File: src/rtl/multicycle_ctrl_pkg.sv
// Shared encodings for the multi-cycle MIPS control FSM: states, opcodes,
// ALUOp codes, mux selects and the decoded control bundle.
package multicycle_ctrl_pkg;

  typedef enum logic [3:0] {
    FETCH    = 4'd0,
    DECODE   = 4'd1,
    MEM_ADDR = 4'd2,
    MEM_RD   = 4'd3,
    MEM_WB   = 4'd4,
    MEM_WR   = 4'd5,
    R_EXEC   = 4'd6,
    R_WB     = 4'd7,
    I_EXEC   = 4'd8,
    I_WB     = 4'd9,
    BRANCH   = 4'd10,
    JUMP     = 4'd11
  } state_t;

  localparam logic [5:0] OP_RTYPE = 6'b000000;
  localparam logic [5:0] OP_LW    = 6'b100011;
  localparam logic [5:0] OP_SW    = 6'b101011;
  localparam logic [5:0] OP_ADDI  = 6'b001000;
  localparam logic [5:0] OP_ORI   = 6'b001101;
  localparam logic [5:0] OP_LUI   = 6'b001111;
  localparam logic [5:0] OP_BEQ   = 6'b000100;
  localparam logic [5:0] OP_BNE   = 6'b000101;
  localparam logic [5:0] OP_J     = 6'b000010;

  localparam logic [2:0] ALU_ADD   = 3'b100;
  localparam logic [2:0] ALU_SUB   = 3'b001;
  localparam logic [2:0] ALU_BNE   = 3'b011;
  localparam logic [2:0] ALU_RTYPE = 3'b010;
  localparam logic [2:0] ALU_LUI   = 3'b101;
  localparam logic [2:0] ALU_ORI   = 3'b110;

  localparam logic [1:0] SRC_B_RT     = 2'b00;
  localparam logic [1:0] SRC_B_FOUR   = 2'b01;
  localparam logic [1:0] SRC_B_IMM    = 2'b10;
  localparam logic [1:0] SRC_B_IMM_SH = 2'b11;

  localparam logic [1:0] PC_SRC_ALU    = 2'b00;
  localparam logic [1:0] PC_SRC_ALUOUT = 2'b01;
  localparam logic [1:0] PC_SRC_JUMP   = 2'b10;

  typedef struct packed {
    logic       pc_write;
    logic       ir_write;
    logic       iord;
    logic       mem_read;
    logic       mem_write;
    logic       reg_write;
    logic       reg_dst;
    logic       mem_to_reg;
    logic       alu_src_a;
    logic [1:0] alu_src_b;
    logic [2:0] alu_op;
    logic [1:0] pc_src;
  } ctrl_t;

  // R-type functs the ALU controller implements: add..nor, slt, sltu.
  function automatic logic funct_ok(input logic [5:0] funct);
    case (funct)
      6'b100000, 6'b100001, 6'b100010, 6'b100011,
      6'b100100, 6'b100101, 6'b100110, 6'b100111,
      6'b101010, 6'b101011: funct_ok = 1'b1;
      default:              funct_ok = 1'b0;
    endcase
  endfunction

endpackage

File: src/rtl/mc_ctrl_out_dec.sv
// Combinational decode of FSM state (plus opcode, zero flag and memory ready)
// into the datapath control bundle.
import multicycle_ctrl_pkg::*;

module mc_ctrl_out_dec (
  input  state_t     state,
  input  logic [5:0] op,
  input  logic       zero,
  input  logic       mem_ready,
  output ctrl_t      ctrl
);

  always_comb begin
    ctrl = '0;
    case (state)
      FETCH: begin
        ctrl.mem_read  = 1'b1;
        ctrl.alu_src_b = SRC_B_FOUR;
        ctrl.alu_op    = ALU_ADD;
        ctrl.pc_src    = PC_SRC_ALU;
        ctrl.ir_write  = mem_ready;
        ctrl.pc_write  = mem_ready;
      end
      DECODE: begin
        ctrl.alu_src_b = SRC_B_IMM_SH;
        ctrl.alu_op    = ALU_ADD;
      end
      MEM_ADDR: begin
        ctrl.alu_src_a = 1'b1;
        ctrl.alu_src_b = SRC_B_IMM;
        ctrl.alu_op    = ALU_ADD;
      end
      MEM_RD: begin
        ctrl.mem_read = 1'b1;
        ctrl.iord     = 1'b1;
      end
      MEM_WB: begin
        ctrl.reg_write  = 1'b1;
        ctrl.mem_to_reg = 1'b1;
      end
      MEM_WR: begin
        ctrl.mem_write = 1'b1;
        ctrl.iord      = 1'b1;
      end
      R_EXEC: begin
        ctrl.alu_src_a = 1'b1;
        ctrl.alu_src_b = SRC_B_RT;
        ctrl.alu_op    = ALU_RTYPE;
      end
      // R-type code held through write-back so the ALU controller stays steady
      R_WB: begin
        ctrl.reg_write = 1'b1;
        ctrl.reg_dst   = 1'b1;
        ctrl.alu_op    = ALU_RTYPE;
      end
      I_EXEC: begin
        ctrl.alu_src_a = 1'b1;
        ctrl.alu_src_b = SRC_B_IMM;
        case (op)
          OP_ORI:  ctrl.alu_op = ALU_ORI;
          OP_LUI:  ctrl.alu_op = ALU_LUI;
          default: ctrl.alu_op = ALU_ADD;
        endcase
      end
      I_WB: ctrl.reg_write = 1'b1;
      // bne's ALU code raises zero on inequality, so both branches take on zero
      BRANCH: begin
        ctrl.alu_src_a = 1'b1;
        ctrl.alu_src_b = SRC_B_RT;
        ctrl.pc_src    = PC_SRC_ALUOUT;
        ctrl.alu_op    = (op == OP_BNE) ? ALU_BNE : ALU_SUB;
        ctrl.pc_write  = zero;
      end
      JUMP: begin
        ctrl.pc_write = 1'b1;
        ctrl.pc_src   = PC_SRC_JUMP;
      end
      default: ;
    endcase
  end

endmodule

File: src/rtl/multicycle_ctrl.sv
// Multi-cycle MIPS main control FSM: state register, next-state, reset gating.
// Optional perf counters enabled by MULTICYCLE_CTRL_PERF_EN.
import multicycle_ctrl_pkg::*;

module multicycle_ctrl (
  input  logic        clk_i,
  input  logic        rst_i,
  input  logic [5:0]  op_i,
  input  logic [5:0]  funct_i,
  input  logic        zero_i,
  input  logic        mem_ready_i,
  output logic        pc_write_o,
  output logic        ir_write_o,
  output logic        iord_o,
  output logic        mem_read_o,
  output logic        mem_write_o,
  output logic        reg_write_o,
  output logic        reg_dst_o,
  output logic        mem_to_reg_o,
  output logic        alu_src_a_o,
  output logic [1:0]  alu_src_b_o,
  output logic [2:0]  alu_op_o,
  output logic [1:0]  pc_src_o,
  output logic        illegal_o,
  output logic [3:0]  state_o
`ifdef MULTICYCLE_CTRL_PERF_EN
  ,
  output logic [31:0] instr_cnt_o,
  output logic [31:0] stall_cnt_o
`endif
);

  state_t state, state_nxt;
  logic   illegal;
  ctrl_t  dec_ctrl, ctrl;

  always_ff @(posedge clk_i) begin
    if (!rst_i) state <= FETCH;
    else        state <= state_nxt;
  end

  always_comb begin
    state_nxt = state;
    illegal   = 1'b0;
    case (state)
      FETCH:    if (mem_ready_i) state_nxt = DECODE;
      DECODE: begin
        case (op_i)
          OP_RTYPE: begin
            if (funct_ok(funct_i)) state_nxt = R_EXEC;
            else begin
              state_nxt = FETCH;
              illegal   = 1'b1;
            end
          end
          OP_LW, OP_SW:            state_nxt = MEM_ADDR;
          OP_ADDI, OP_ORI, OP_LUI: state_nxt = I_EXEC;
          OP_BEQ, OP_BNE:          state_nxt = BRANCH;
          OP_J:                    state_nxt = JUMP;
          default: begin
            state_nxt = FETCH;
            illegal   = 1'b1;
          end
        endcase
      end
      MEM_ADDR: state_nxt = (op_i == OP_LW) ? MEM_RD : MEM_WR;
      MEM_RD:   if (mem_ready_i) state_nxt = MEM_WB;
      MEM_WB:   state_nxt = FETCH;
      MEM_WR:   if (mem_ready_i) state_nxt = FETCH;
      R_EXEC:   state_nxt = R_WB;
      R_WB:     state_nxt = FETCH;
      I_EXEC:   state_nxt = I_WB;
      I_WB:     state_nxt = FETCH;
      BRANCH:   state_nxt = FETCH;
      JUMP:     state_nxt = FETCH;
      default:  state_nxt = FETCH;
    endcase
  end

  mc_ctrl_out_dec u_dec (
    .state     (state),
    .op        (op_i),
    .zero      (zero_i),
    .mem_ready (mem_ready_i),
    .ctrl      (dec_ctrl)
  );

  // Reset is applied to the outputs combinationally, ahead of the state edge.
  always_comb begin
    ctrl = dec_ctrl;
    if (!rst_i) begin
      ctrl        = '0;
      ctrl.alu_op = ALU_ADD;
    end
  end

  assign pc_write_o   = ctrl.pc_write;
  assign ir_write_o   = ctrl.ir_write;
  assign iord_o       = ctrl.iord;
  assign mem_read_o   = ctrl.mem_read;
  assign mem_write_o  = ctrl.mem_write;
  assign reg_write_o  = ctrl.reg_write;
  assign reg_dst_o    = ctrl.reg_dst;
  assign mem_to_reg_o = ctrl.mem_to_reg;
  assign alu_src_a_o  = ctrl.alu_src_a;
  assign alu_src_b_o  = ctrl.alu_src_b;
  assign alu_op_o     = ctrl.alu_op;
  assign pc_src_o     = ctrl.pc_src;
  assign illegal_o    = illegal & rst_i;
  assign state_o      = state;

`ifdef MULTICYCLE_CTRL_PERF_EN
  logic retire, stall;

  assign retire = (state inside {MEM_WB, R_WB, I_WB, BRANCH, JUMP}) ||
                  (state == MEM_WR && mem_ready_i);
  assign stall  = (state inside {FETCH, MEM_RD, MEM_WR}) && !mem_ready_i;

  always_ff @(posedge clk_i) begin
    if (!rst_i) begin
      instr_cnt_o <= '0;
      stall_cnt_o <= '0;
    end else begin
      if (retire) instr_cnt_o <= instr_cnt_o + 32'd1;
      if (stall)  stall_cnt_o <= stall_cnt_o + 32'd1;
    end
  end
`endif

endmodule
File: config.mk
export PLATFORM = sky130hd
export DESIGN_NAME = multicycle_ctrl
export DESIGN_NICKNAME = d
export VERILOG_FILES = /design/src/rtl/multicycle_ctrl_pkg.sv /design/src/rtl/mc_ctrl_out_dec.sv /design/src/rtl/multicycle_ctrl.sv
export SDC_FILE = /design/constraint.sdc
export NUM_CORES = 1
export LEC_CHECK = 0
export CAP_MARGIN = 20
export CORE_MARGIN = 5
export CORE_UTILIZATION = 40
export CTS_BUF_LIST = sky130_fd_sc_hd__clkbuf_8
export DETAILED_ROUTE_END_ITERATION = 10
export PLACE_DENSITY = 0.79
export SYNTH_ARGS = -nofsm -noshare
export SYNTH_HDL_FRONTEND = slang
export SYNTH_SLANG_ARGS = --single-unit
File: constraint.sdc
create_clock -name clk_i -period 1.6 [get_ports clk_i]
set_clock_uncertainty 0.05 [all_clocks]
set_input_delay 0.16 -clock clk_i [delete_from_list [all_inputs] [get_ports clk_i]]
set_output_delay 0.16 -clock clk_i [all_outputs]
set_load 0.02 [all_outputs]
### Word-level counts from Yosys, hierarchy flattened

Cells that the tools add are included.
W data, S select, Z words.

* mux-type cells: 28
* bitwise gates (word level): 1
* reductions and logical operators: 15
* equal/unequal tests: 32

Operator list (count)
* $eq A6 B6 Y1 const B: 12
* $pmux W4 S7: 1
* $pmux W4 S5: 1
* $eq A6 B4 Y1 const B: 3
* $eq A4 B3 Y1 const B: 4
* $eq A4 B4 Y1 const B: 4
* $mux W16: 1
* $mux W1: 13
* $eq A6 B3 Y1 const B: 2
* $mux W4: 3
* $pmux W3 S4: 1
* $reduce_or A2 Y1: 6
* $reduce_or A10 Y1: 1
* $reduce_or A3 Y1: 3
* $eq A4 B2 Y1 const B: 2
* $pmux W2 S2: 2
* $reduce_or A8 Y1: 1
* $eq A6 B2 Y1 const B: 1
* $logic_not A6 Y1: 1
* $mux W3: 2
* $ne A2 B2 Y1 const B: 3
* $pmux W2 S3: 1
* $eq A4 B1 Y1 const B: 1
* $logic_not A4 Y1: 1
* other kinds (6): 6

* flip-flop bits (word level): 4
* logic and storage cells: 77
* output and inout bits: 21
* bits of input ports: 16

### Longest topological paths before layout

Gate-level depths: netlist (run 1).

* depth in word-level cells: 9
* mapped depth: 6
* gate-level depth less buffers: 4

### Hierarchy

From an unflattened synthesis (run 1), not the netlist that was laid out.

* cells, all modules: 112
* area total of the unflattened synthesis: 790.8 sq um

Modules (own cells, without submodules)
* multicycle_ctrl: times used 1, area each 530.5 sq um, cells each 70
* mc_ctrl_out_dec: times used 1, area each 260.2 sq um, cells each 42

### Least setup slack after synthesis (run 1)

OpenSTA, ideal clock, no wires.

* path kind: register to output
* start: register state[1], in the netlist state_o[1]
* end: output alu_src_a_o
* buffers on the path: 1
* cell stages (with the launch flop): 4
* arrival time: 1.957 ns
* setup slack: -0.567 ns
* cells stage by stage: dfxtp_1 -> clkbuf_1 -> nor2_1 -> a2111oi_0

* word-level cells in the longest chain between the ends: 4

Ends and longest elaborated chain
* start, declared: line multicycle_ctrl.sv:33 `state_t state, state_nxt;`
* start signal, assigned: line multicycle_ctrl.sv:39 `else state <= state_nxt;`
* $eq A4 B2 Y1 (tied with other cells): line mc_ctrl_out_dec.sv:15 `case (state)`
* $reduce_or A4 Y1 (no source line) (*)
* $mux W1 (*): line mc_ctrl_out_dec.sv:15
* $mux W16 (*): line multicycle_ctrl.sv:91 `if (!rst_i) begin`
* end, declared: line multicycle_ctrl.sv:20 `output logic alu_src_a_o,`

Every way passes the cells marked *; elsewhere a longest branch is shown, timed or not.

### Final worst setup path (run 1)

* start: register state[3], in the netlist state_o[3]
* end: output alu_src_a_o

The elaborated chain is that of the path after synthesis.

==> insert_results.sql, run 1 <==
INSERT INTO impl_metrics (metric_group, metric, value, unit) VALUES
('outcome', 'status', 'complete, but fails checks', ''),
('outcome', 'violations', 'negative setup slack', ''),
('clock_network', 'cts.sink_count', '4', ''),
('pwr', 'static-leakage-power', '0.677', 'nW'),
('sta', 'post-route-min-period', '1620', 'ps'),
('sta', 'worstMarginPinSlew', '367', 'ps'),
('global_routing', 'global_route.usage.total', '24.8', '%'),
('placement', 'dp_slack', '-657', 'ps'),
('critical_path', 'critPathLaunch', 'state_o[3]$_SDFFE_PN0P_', ''),
('hold_path', 'worst_hold_path_type', 'input port to flop', ''),
('placement', 'numPlacedInstances', '202', ''),
('clock_network', 'clock_tree_from_tritoncts', 'built', ''),
('critical_path', 'crit_required', '1390', 'ps'),
('floorplan', 'start_util', '41.7', '%'),
('cells_and_area', 'mostFrequentLayoutCells', '46 x buf_4, 12 x nor2_1, 8 x nand2_1, 8 x buf_2, 7 x a21oi_1', ''),
('yosys', 'ys_types', '44', ''),
('critical_path', 'worst-setup-path-type', 'flop to output port', ''),
('placement', 'dpl-instance-area', '1410', 'um^2'),
('cells_and_area', 'design.final.nets', '198', ''),
('cells_and_area', 'final_area', '1480', 'um^2'),
('critical_path', 'worstPathArrival', '1410', 'ps'),
('critical_path', 'timing.rr.end', 'state_o[2]$_SDFFE_PN0P_', ''),
('yosys', 'flip_flop_cell_with_the_highest_count_after_synthesis', 'dfxtp_1', ''),
('cells_and_area', 'filler_cell_count', '90', ''),
('yosys', 'post_synthesis_sequential_area_ratio', '11.2', '%'),
('yosys', 'synth_seq_cells', '4', ''),
('floorplan', 'die-area', '2720', 'um^2'),
('yosys', 'post_syn_instances', '108', ''),
('drt', 'num_vias', '1182', ''),
('sta', 'number_of_failing_setup_endpoints_in_the_final_timing_report', '1', ''),
('sta', 'report.final.hold_viol_count', '0', ''),
('sta', 'setup_tns', '-17.3', 'ps'),
('floorplan', 'die_h', '52.2', 'um'),
('critical_path', 'critical_path.reg2reg.startpoint', 'state_o[0]$_SDFFE_PN0P_', ''),
('critical_path', 'critical_path.startpoint_type', 'flop', ''),
('yosys', 'postSynthNetCount', '124', ''),
('cells_and_area', 'fin_cells', '205', ''),
('sta', 'finalMaxSlewViolations', '0', ''),
('global_routing', 'grt_remaining_overflow', '0', ''),
('yosys', 'mappedNetlistArea', '712', 'um^2'),
('floorplan', 'core_region_area', '1710', 'um^2'),
('hold_path', 'hold-path-cell-count', '4', ''),
('critical_path', 'r2r.worst_path.cells', '5', ''),
('clock_network', 'clk_root_buf', 'clkbuf_8', ''),
('yosys', 'synth-async-reset-ratio', '0', '%'),
('cells_and_area', 'antennaDiodeCount', '0', ''),
('cells_and_area', 'largest_register_ff_count', '4', ''),
('clock_network', 'htreeDepth', '1', ''),
('critical_path', 'worstSetupEndpointType', 'output port', ''),
('hold_path', 'worst_hold_startpoint', 'op_i[4]', ''),
('hold_path', 'holdPathEnd', 'state_o[3]$_SDFFE_PN0P_', ''),
('clock_network', 'cts_made_buffers', '3', ''),
('pwr', 'power.ir.vdd_worst', '0.380', 'mV'),
('drt', 'dr.pass1.iters', '4', ''),
('floorplan', 'dieWidth', '52.2', 'um'),
('drt', 'routed_wirelength', '3180', 'um'),
('sta', 'setup_repair_after_global_routing_missed_its_margin', 'yes', ''),
('critical_path', 'timing.critical_path.fanout_max', '7', ''),
('critical_path', 'worst-r2r-setup-slack', '120', 'ps'),
('drt', 'drt_iter0_markers', '19', ''),
('sta', 'fin_crit_sh', '101', '%'),
('yosys', 'post_synth.cell_area_avg', '6.59', 'um^2'),
('pwr', 'power-per-cell-area', '376', 'nW/um^2'),
('drt', 'antenna_violating_nets_post_route', '0', ''),
('drt', 'viasPerCell', '5.77', ''),
('global_routing', 'grt_start_max_net_pins', '15', ''),
('placement', 'hpwl', '2370', 'um'),
('drt', 'route.detailed.drc', '0', ''),
('sta', 'layout_setup_ws', '-17.3', 'ps'),
('placement', 'port-buffer-count', '35', ''),
('placement', 'gp_routability_congestion', '0.900', '');
## cells in the mapped netlist, types with 4 or more instances
| library cell | n | area share, % |
|---|---|---|
| nor2_1 | 14 | 7.4 |
| a21oi_1 | 10 | 7.0 |
| nand2_1 | 9 | 4.7 |
| nand2b_1 | 7 | 6.2 |
| nor3_1 | 6 | 4.2 |
| clkbuf_1 | 5 | 2.6 |
| inv_1 | 5 | 2.6 |
| o21ai_0 | 5 | 3.5 |
| dfxtp_1 | 4 | 11 |
## power by group
part / switching (mW) / internal, mW / total [mW] / leakage [nW]
combinational: 0.116 / 0.117 / 0.234 / 0.620
sequential: 0.00723 / 0.0981 / 0.105 / 0.0355
clock: 0.0566 / 0.161 / 0.217 / 0.0216
total: 0.180 / 0.376 / 0.556 / 0.677
## cell type report
cell class	count	area [um^2]	area share, %
inverter	5	18.8	1.27
clock buffer	3	41.3	2.79
sequential	4	95.1	6.42
timing repair buffer	77	608	41.1
multi-input combinational	91	686	46.3
tap	25	31.3	2.11
## cell families (layout without fill, tap and decap cells)
| family | count (synthesis) | in the layout | share of synthesized area (%) |
|---|---|---|---|
| buffers and inverters | 13 | 85 | 8.08 |
| and+or+nand+nor | 57 | 57 | 44.8 |
| xor gates and xnor gates | 1 | 1 | 1.23 |
| DFF | 4 | 4 | 11.2 |
| AOI/OAI and AO/OA | 33 | 33 | 34.6 |
## metrics by stage
stage | utilization [%] | power (mW)
2_1_floorplan | - | 0.201
3_3_place_gp | 82.3 | 0.328
3_5_place_dp | 82.3 | 0.334
4_1_cts | 84.2 | 0.536
5_1_grt | 86.7 | 0.578
6_report | 86.7 | 0.556
## worst max-delay path: stages (launching register included)
cell and delay, ps:
dfxtp_4 370, buf_12 140, buf_4 150, a2111oi_4 330, buf_4 200
## worst max path at each step
| stage | to | slack, ps | cells after the start |
|---|---|---|---|
| after floorplan | alu_src_a_o | -30 | 3 |
| after global placement | alu_op_o[1] | -630 | 6 |
| after detailed placement | illegal_o | -660 | 6 |
| after CTS | alu_op_o[2] | -70 | 6 |
| after global routing | reg_write_o | -60 | 6 |
| final | alu_src_a_o | -20 | 4 |
## layer usage
layer  routed length (um)  vias to the layer above  share of wire (%)  global-route usage [%]
met3                  179                       13                5.6                    4.84
met4                   78                        0                2.5                    11.9
li1                     -                      556                  -                       -
met5                    0                        -                  0                       0
met1                 1310                      553                 41                    28.4
met2                 1600                       60                 51                    43.5
## timing repair
item / CTS / global route
setup endpoints to repair: 23 / 16
buffers inserted: 0 / 0
resized for setup: 85 / 38
pin swaps: 6 / 6
hold buffers: 0 / 0
No activity file was read; power rests on OpenSTA's default activity.
==> run 2: changes to the inputs <==
Settings changed: CTS_CLUSTER_DIAMETER set to 60.
==> results of run 2 <==
Same layout as run 1: the final DEF is identical, and so are final timing and power.
